`src/rtl/control_state_sequencer_pkg.sv`:
```
// Shared state, opcode-type and group codes for the control sequencer and signal generation unit.
package control_state_sequencer_pkg;

    localparam int unsigned STATE_COUNT  = 5;
    localparam int unsigned OPCODE_COUNT = 8;
    localparam int unsigned GROUP_COUNT  = 4;

    // One-hot state codes; any other pattern is illegal and recovers to IF.
    typedef enum logic [STATE_COUNT-1:0] {
        STATE_IF  = 5'b00001,
        STATE_ID  = 5'b00010,
        STATE_EX  = 5'b00100,
        STATE_MEM = 5'b01000,
        STATE_WB  = 5'b10000
    } state_e;

    // Bit positions inside the one-hot opcode_type vector.
    typedef enum int unsigned {
        TYPE_NOP      = 0,
        TYPE_ADD      = 1,
        TYPE_LD       = 2,
        TYPE_ST       = 3,
        TYPE_RCALL    = 4,
        TYPE_CALL_ISR = 5,
        TYPE_RET      = 6,
        TYPE_RETI     = 7
    } opcode_type_e;

    // Bit positions inside the opcode_group flag vector.
    typedef enum int unsigned {
        GROUP_ALU    = 0,
        GROUP_MEM    = 1,
        GROUP_STACK  = 2,
        GROUP_BRANCH = 3
    } opcode_group_e;

    // Two-byte stack transfers that need a second MEM cycle; shared with signal generation.
    function automatic logic is_two_mem_cycle(input logic [OPCODE_COUNT-1:0] op_type);
        return op_type[TYPE_RCALL] | op_type[TYPE_CALL_ISR] |
               op_type[TYPE_RET]   | op_type[TYPE_RETI];
    endfunction

endpackage

```
`src/rtl/control_state_sequencer_irq_boundary_check.sv`:
```
// Instruction-boundary predicate: decides whether WB hands over to an injected CALL_ISR.
module control_state_sequencer_irq_boundary_check #(
    parameter bit IRQ_ENABLE = 1'b1
) (
    input  logic in_wb_i,
    input  logic irq_req_i,
    input  logic i_flag_i,
    input  logic is_reti_i,
    input  logic isr_inject_i,
    output logic inject_o
);

    // RETI and the injected call itself must complete before another interrupt is taken.
    assign inject_o = IRQ_ENABLE && in_wb_i && irq_req_i && i_flag_i &&
                      !is_reti_i && !isr_inject_i;

endmodule

```
`src/rtl/control_state_sequencer.sv`:
```
// Multi-cycle IF/ID/EX/MEM/WB control sequencer with interrupt injection and debug halt.
module control_state_sequencer
    import control_state_sequencer_pkg::*;
#(
    parameter bit IRQ_ENABLE  = 1'b1,
    parameter bit HALT_ENABLE = 1'b1
) (
    input  logic                    clk,
    input  logic                    reset,
    input  logic [OPCODE_COUNT-1:0] opcode_type,
    input  logic [GROUP_COUNT-1:0]  opcode_group,
    input  logic                    irq_req,
    input  logic                    i_flag,
    input  logic                    halt,
    output logic [STATE_COUNT-1:0]  state,
    output logic                    cycle_count,
    output logic                    isr_inject,
    output logic                    irq_ack,
    output logic                    i_flag_clr,
    output logic                    i_flag_set,
    output logic                    instr_retired,
    output logic                    halted
);

    state_e state_q, state_d;
    logic   cycle_q, cycle_d;
    logic   inject_q, inject_d;
    logic   halted_q, halted_d;
    logic   in_wb;
    logic   two_mem;
    logic   take_irq;
    logic   unused_inputs;

    assign in_wb   = (state_q == STATE_WB);
    // The decoder forces CALL_ISR while injecting; treat it as two-MEM regardless.
    assign two_mem = is_two_mem_cycle(opcode_type) | inject_q;

    control_state_sequencer_irq_boundary_check #(
        .IRQ_ENABLE (IRQ_ENABLE)
    ) u_irq_boundary_check (
        .in_wb_i      (in_wb),
        .irq_req_i    (irq_req),
        .i_flag_i     (i_flag),
        .is_reti_i    (opcode_type[TYPE_RETI]),
        .isr_inject_i (inject_q),
        .inject_o     (take_irq)
    );

    // Next-state logic
    always_comb begin
        state_d  = STATE_IF;
        cycle_d  = 1'b0;
        inject_d = inject_q;
        halted_d = 1'b0;
        case (state_q)
            STATE_IF: begin
                if (HALT_ENABLE && halt) begin
                    state_d  = STATE_IF;
                    halted_d = 1'b1;
                end else begin
                    state_d = STATE_ID;
                end
            end
            STATE_ID: state_d = STATE_EX;
            STATE_EX: state_d = STATE_MEM;
            STATE_MEM: begin
                if (!cycle_q && two_mem) begin
                    state_d = STATE_MEM;
                    cycle_d = 1'b1;
                end else begin
                    state_d = STATE_WB;
                end
            end
            STATE_WB: begin
                // Injection skips IF so the interrupted PC is not advanced.
                if (take_irq) begin
                    state_d  = STATE_ID;
                    inject_d = 1'b1;
                end else begin
                    state_d  = STATE_IF;
                    inject_d = 1'b0;
                end
            end
            default: begin
                state_d  = STATE_IF;
                inject_d = 1'b0;
            end
        endcase
    end

    always_ff @(posedge clk) begin
        if (!reset) begin
            state_q  <= STATE_IF;
            cycle_q  <= 1'b0;
            inject_q <= 1'b0;
            halted_q <= 1'b0;
        end else begin
            state_q  <= state_d;
            cycle_q  <= cycle_d;
            inject_q <= inject_d;
            halted_q <= halted_d;
        end
    end

    assign state         = state_q;
    assign cycle_count   = cycle_q;
    assign isr_inject    = inject_q;
    assign halted        = halted_q;

    // WB strobes decode straight off the registered state so each lasts exactly one cycle.
    assign instr_retired = in_wb;
    assign irq_ack       = in_wb & inject_q;
    assign i_flag_clr    = in_wb & opcode_type[TYPE_CALL_ISR];
    assign i_flag_set    = in_wb & opcode_type[TYPE_RETI];

    assign unused_inputs = ^{opcode_group, opcode_type};

endmodule
```
`config.mk`:
```
export PLATFORM = sky130hd
export DESIGN_NAME = control_state_sequencer
export DESIGN_NICKNAME = d
export VERILOG_FILES = /design/src/rtl/control_state_sequencer_pkg.sv /design/src/rtl/control_state_sequencer_irq_boundary_check.sv /design/src/rtl/control_state_sequencer.sv
export SDC_FILE = /design/constraint.sdc
export NUM_CORES = 1
export LEC_CHECK = 0
export CAP_MARGIN = 40
export CORE_AREA = 2 2 39 41
export DETAILED_ROUTE_END_ITERATION = 10
export DIE_AREA = 0 0 41 43
export PLACE_DENSITY = 0.82
export SLEW_MARGIN = 20
export SYNTH_ARGS = -nofsm -noshare
export SYNTH_HDL_FRONTEND = slang
export SYNTH_HIERARCHICAL = 1
export SYNTH_SLANG_ARGS = --single-unit
```
`constraint.sdc`:
```
create_clock -name clk -period 2.6 [get_ports clk]
set_input_delay 0.65 -clock clk [delete_from_list [all_inputs] [get_ports clk]]
set_output_delay 0.65 -clock clk [all_outputs]
set_load 0.02 [all_outputs]
```
# After elaboration in Yosys (flattened, before gate mapping)
# Index checks and enable logic that the tools add are counted.
totals:
  ff_bits: 8
  word_cells: 35
  inputBits: 17
op_classes:
  n_bitwise: 7
  eq_ne: 5
  n_reduce_logical: 11
  muxes: 8
ops:
  columns: ["cell", "count"]
  rows:
  - ["5-bit case mux with 5 select lines", 1]
  - ["5-bit by 1-bit equality test with 1-bit output (second input constant)", 1]
  - ["5-bit by 2-bit equality test with 1-bit output (second input constant)", 1]
  - ["5-bit by 3-bit equality test with 1-bit output (second input constant)", 1]
  - ["5-bit by 4-bit equality test with 1-bit output (second input constant)", 1]
  - ["5-bit equality test (second input constant)", 1]
  - ["1-bit logical AND", 5]
  - ["5-bit 2-to-1 mux", 1]
  - ["2-bit 2-to-1 mux", 2]
  - ["1-bit bitwise OR", 4]
  - ["2-bit AND reduction", 2]
  - ["4-bit OR reduction", 1]
  - ["1-bit AND", 3]
  - ["1-bit zero test", 3]
  - ["1-bit 2-to-1 mux", 3]
  - ["1-bit case mux with 2 select lines", 1]

# Longest topological paths before layout
logic_depth:
  word_depth: 7
  ltp_mapped: 7

# Hierarchy
# Netlist, hierarchy kept.
modules_own_cells:
  columns: ["mod", "cells_each", "area_each_um2", "instances", "seq_area_each_um2"]
  rows:
  - ["control_state_sequencer", 47, 437.9, 1, 160.2]
  - ["control_state_sequencer_irq_boundary_check", 2, 12.5, 1, 0.0]

# Worst setup path before layout
# OpenSTA, ideal clock, no wires.
synth_path:
  kind: "register -> output"
  startpoint: "register state_q[0] (netlist: state[0])"
  endpoint: "output port i_flag_clr"
  arrival_time_ps: 1359
  path_stages_with_launch: 6
  path_buffers: 1
  path_slack_ps: 591
  cell_sequence: "dfxtp_1 -> buf_4 -> nor2_1 -> nand3_1 -> inv_1 -> and2_1"
synth_between:
  elab_chain_len: 2
synth_lines:
  columns: ["item", "line_no", "source"]
  rows:
  - ["start: declaration", "control_state_sequencer.sv:25", "state_e state_q, state_d;"]
  - ["start signal: assignment", "control_state_sequencer.sv:98", "state_q <= state_d;"]
  - ["5-bit equality test", "control_state_sequencer.sv:34", "assign in_wb = (state_q == STATE_WB);"]
  - ["net instr_retired", "control_state_sequencer.sv:21", "output logic instr_retired,"]
  - ["1-bit AND", "control_state_sequencer.sv:113", "assign i_flag_clr = in_wb & opcode_type[TYPE_CALL_ISR];"]
  - ["end: declaration", "control_state_sequencer.sv:19", "output logic i_flag_clr,"]
# The timed path passes the listed nets, and every way through them passes these cells.

# Final worst setup path
layout_path:
  startpoint: "input port opcode_type[7]"
  endpoint: "output port i_flag_set"
layout_between:
  elab_chain_len: 1
layout_lines:
  columns: ["item", "line_no", "source"]
  rows:
  - ["start: declaration", "control_state_sequencer.sv:10", "input logic [OPCODE_COUNT-1:0] opcode_type,"]
  - ["1-bit AND", "control_state_sequencer.sv:114", "assign i_flag_set = in_wb & opcode_type[TYPE_RETI];"]
  - ["end: declaration", "control_state_sequencer.sv:20", "output logic i_flag_set,"]
# No other way between the ends.

==> reports/metrics.cfg <==
[worst_setup_path]
slowest_delay_ns=0.60
r2r_end=state[1]
cp_common_cell=clkdlybuf4s50_1
crit_path_end_kind=output port
cp_max_fo=3
r2r_slack_ns=1.21
criticalPathCategory=in -> out
timing.rr.start=state[0]
slowest_stage=clkdlybuf4s50_1
cp.required_ns=1.95
arrival_ns=1.88
r2r_cells=6
start_kind=input pin
cp_cell_sequence=clkdlybuf4s50_1 -> and2_1 -> clkdlybuf4s50_1

[power]
power.static_leakage_nw=0.302
switching_share_pct=29.2
comb_power_share_pct=33.1
clkPwrFrac_pct=27.5
power.internal_uw=240
power.switching_uw=99.1
power_density_nw_per_um2=476
seq_power_share_pct=39.5
irDropWorstVdd_uv=221

[timing]
fin_ws_ns=0.0718
skew_ns=0.00299
setup-tns-final_ns=0
finalSetupViolCount=0
relSlewSlack_pct=81.1
worst_slew_pin_slew_ns=0.279
hold_viol_final=0
max_freq_mhz=396
slew_violations=0
rsz0062_at_grt=false
period_needed_ns=2.53
finalCritPeriodShare_pct=97.2

[die]
start_util_pct=32.5
dieWidth_um=41
rows=14
io_pins=29
dieArea_um2=1760
coreArea_um2=1380
die-height_um=43

[synthesis]
ys_ff_latch=8
avgSynthCellArea_um2=9.19
ys_seq_area_share_pct=35.6
synthCells=49
syn-cell-area_um2=450
syn_nets=66
synth_warnings=6
synthDistinctLibCells=25

[routing]
wl_per_cell_um=12.4
wirelength_um=1120
routed-via-count=463
first_pass_iters=3
drc_errors=0
first_iter_violations=6
viasPerCell=5.14
ant_nets=0

[final_layout]
nNetsFinal=93
diodes=0
layout-drive-gt1-share_pct=17.6
fin_cells=90
layout_common_cells=clkdlybuf4s50_1 (20), dfxtp_1 (8), nor2_1 (7)
nFillCells=131
area_growth_pct=58.3
layout_commonest_cell=clkdlybuf4s50_1

[placement]
dp_hpwl_um=860
port_buffers=20
pre_cts_slack_ns=0.0743
gp_congestion=0.781
dp.cells=87

[cts]
cts.sinks=8
cts.clk_slew.worst_paths_ns=0.05
clockBufferDepth=2
h-tree-depth=1
numCtsBuffers=3
clock_latency_ns=0.25
cts_tree=built
post-cts-setup-buffer-count=0
root_buffer=clkbuf_4

[grt]
grt_pass1_vias=445
grt_overflow=0
grt_use_total_pct=16.4
grt_max_degree=10
antenna_found_initial=0
grt_pass1_wl_um=1860

[job]
maxCapViolations=0

[min_path]
holdPathStages=1
min_path_type=reg -> reg
hold_end=cycle_count
hold_start=cycle_count

[status]
status=finished clean

## worst max-delay path, delay by kind of cell
family	cells	cell delay, ns
buffers and inverters	2	1.10
and+or+nand+nor	1	0.13
## final cells by class
type	count	area, µm²	share of cell area (%)
clock buffers	3	22.5	3.16
inverters	3	11.3	1.58
multi-input cells	36	269	37.7
flip-flops and latches	8	160	22.5
well taps	16	20.0	2.81
repair buffers	24	230	32.3
## registers in the layout (all words and copies together), names as in the netlist
name         cells
isr_inject       1
state            5
cycle_count      1
halted           1
## kinds of logic (layout without fill, tap and decap cells)
kind of cell,after synthesis,after routing,synth area share (%)
AND/OR/NAND/NOR,25,25,35.3
AO/OA/AOI/OAI,9,9,19.4
flip-flops,8,8,35.6
buffers and inverters,5,30,5.83
XOR/XNOR,2,2,3.89
## synth_stat cells
library cell	instances	area, µm²
dfxtp_1	8	160
nor2_1	7	26.3
and2_1	4	25.0
inv_1	3	11.3
buf_4	2	15.0
nand3_1	2	10.0
nor4b_1	2	17.5
o211a_1	2	20.0
o211ai_1	2	15.0
xor2_1	2	17.5
a22o_1	1	8.76
a31oi_4	1	21.3
a32oi_1	1	8.76
and2b_1	1	7.51
and4_1	1	8.76
and4bb_2	1	12.5
nand2_1	1	3.75
nand3b_1	1	7.51
nand4_1	1	6.26
nor2_4	1	11.3
nor3_1	1	5.00
nor4_1	1	6.26
o21ai_0	1	5.00
o2bb2ai_1	1	8.76
or4_4	1	11.3
## power by group through the flow
| stage | Clock [mW] | Combinational (mW) | Sequential (mW) |
|---|---|---|---|
| 3_5_place_dp | 0 | 0.111 | 0.137 |
| 2_1_floorplan | 0 | 0.0547 | 0.150 |
| 3_3_place_gp | 0 | 0.109 | 0.136 |
| 5_1_grt | 0.105 | 0.123 | 0.135 |
| 4_1_cts | 0.0981 | 0.111 | 0.134 |
| 6_report | 0.0933 | 0.112 | 0.134 |
## how the worst max path moves through the flow
stage	start	end	slack, ns
after floorplan	state[0]	i_flag_clr	0.59
after global placement	opcode_type[7]	i_flag_set	0.08
after detailed placement	opcode_type[7]	i_flag_set	0.07
after CTS	state[0]	i_flag_clr	0.06
after global routing	state[0]	i_flag_set	0.02
final	opcode_type[7]	i_flag_set	0.07
## per-layer routing
metal	GRT usage, %	up-vias	part of all wire [%]
met2	22.5	17	49
met4	14.0	0	2.4
li1	-	233	-
met5	0	-	0
met1	19.2	211	42
met3	5.76	2	5.6
## timing repair
item	in CTS	in global routing
resized for setup	0	2
hold buffers	0	0
endpoints found under the setup margin	0	3
hold endpoints to repair	0	0
## through the flow
| stage | area [µm²] | hold slack, ns | utilization [%] | total power [mW] |
|---|---|---|---|---|
| floorplan | 450 | 0.589 | - | 0.205 |
| finish | 713 | 0.475 | 51.5 | 0.340 |
| global route | 713 | 0.518 | 51.5 | 0.364 |
| detailed placement | 686 | 0.466 | 49.5 | 0.248 |
| global placement | 686 | 0.466 | 49.5 | 0.246 |
| CTS | 708 | 0.473 | 51.2 | 0.343 |
(Power assumes the default switching activity.)
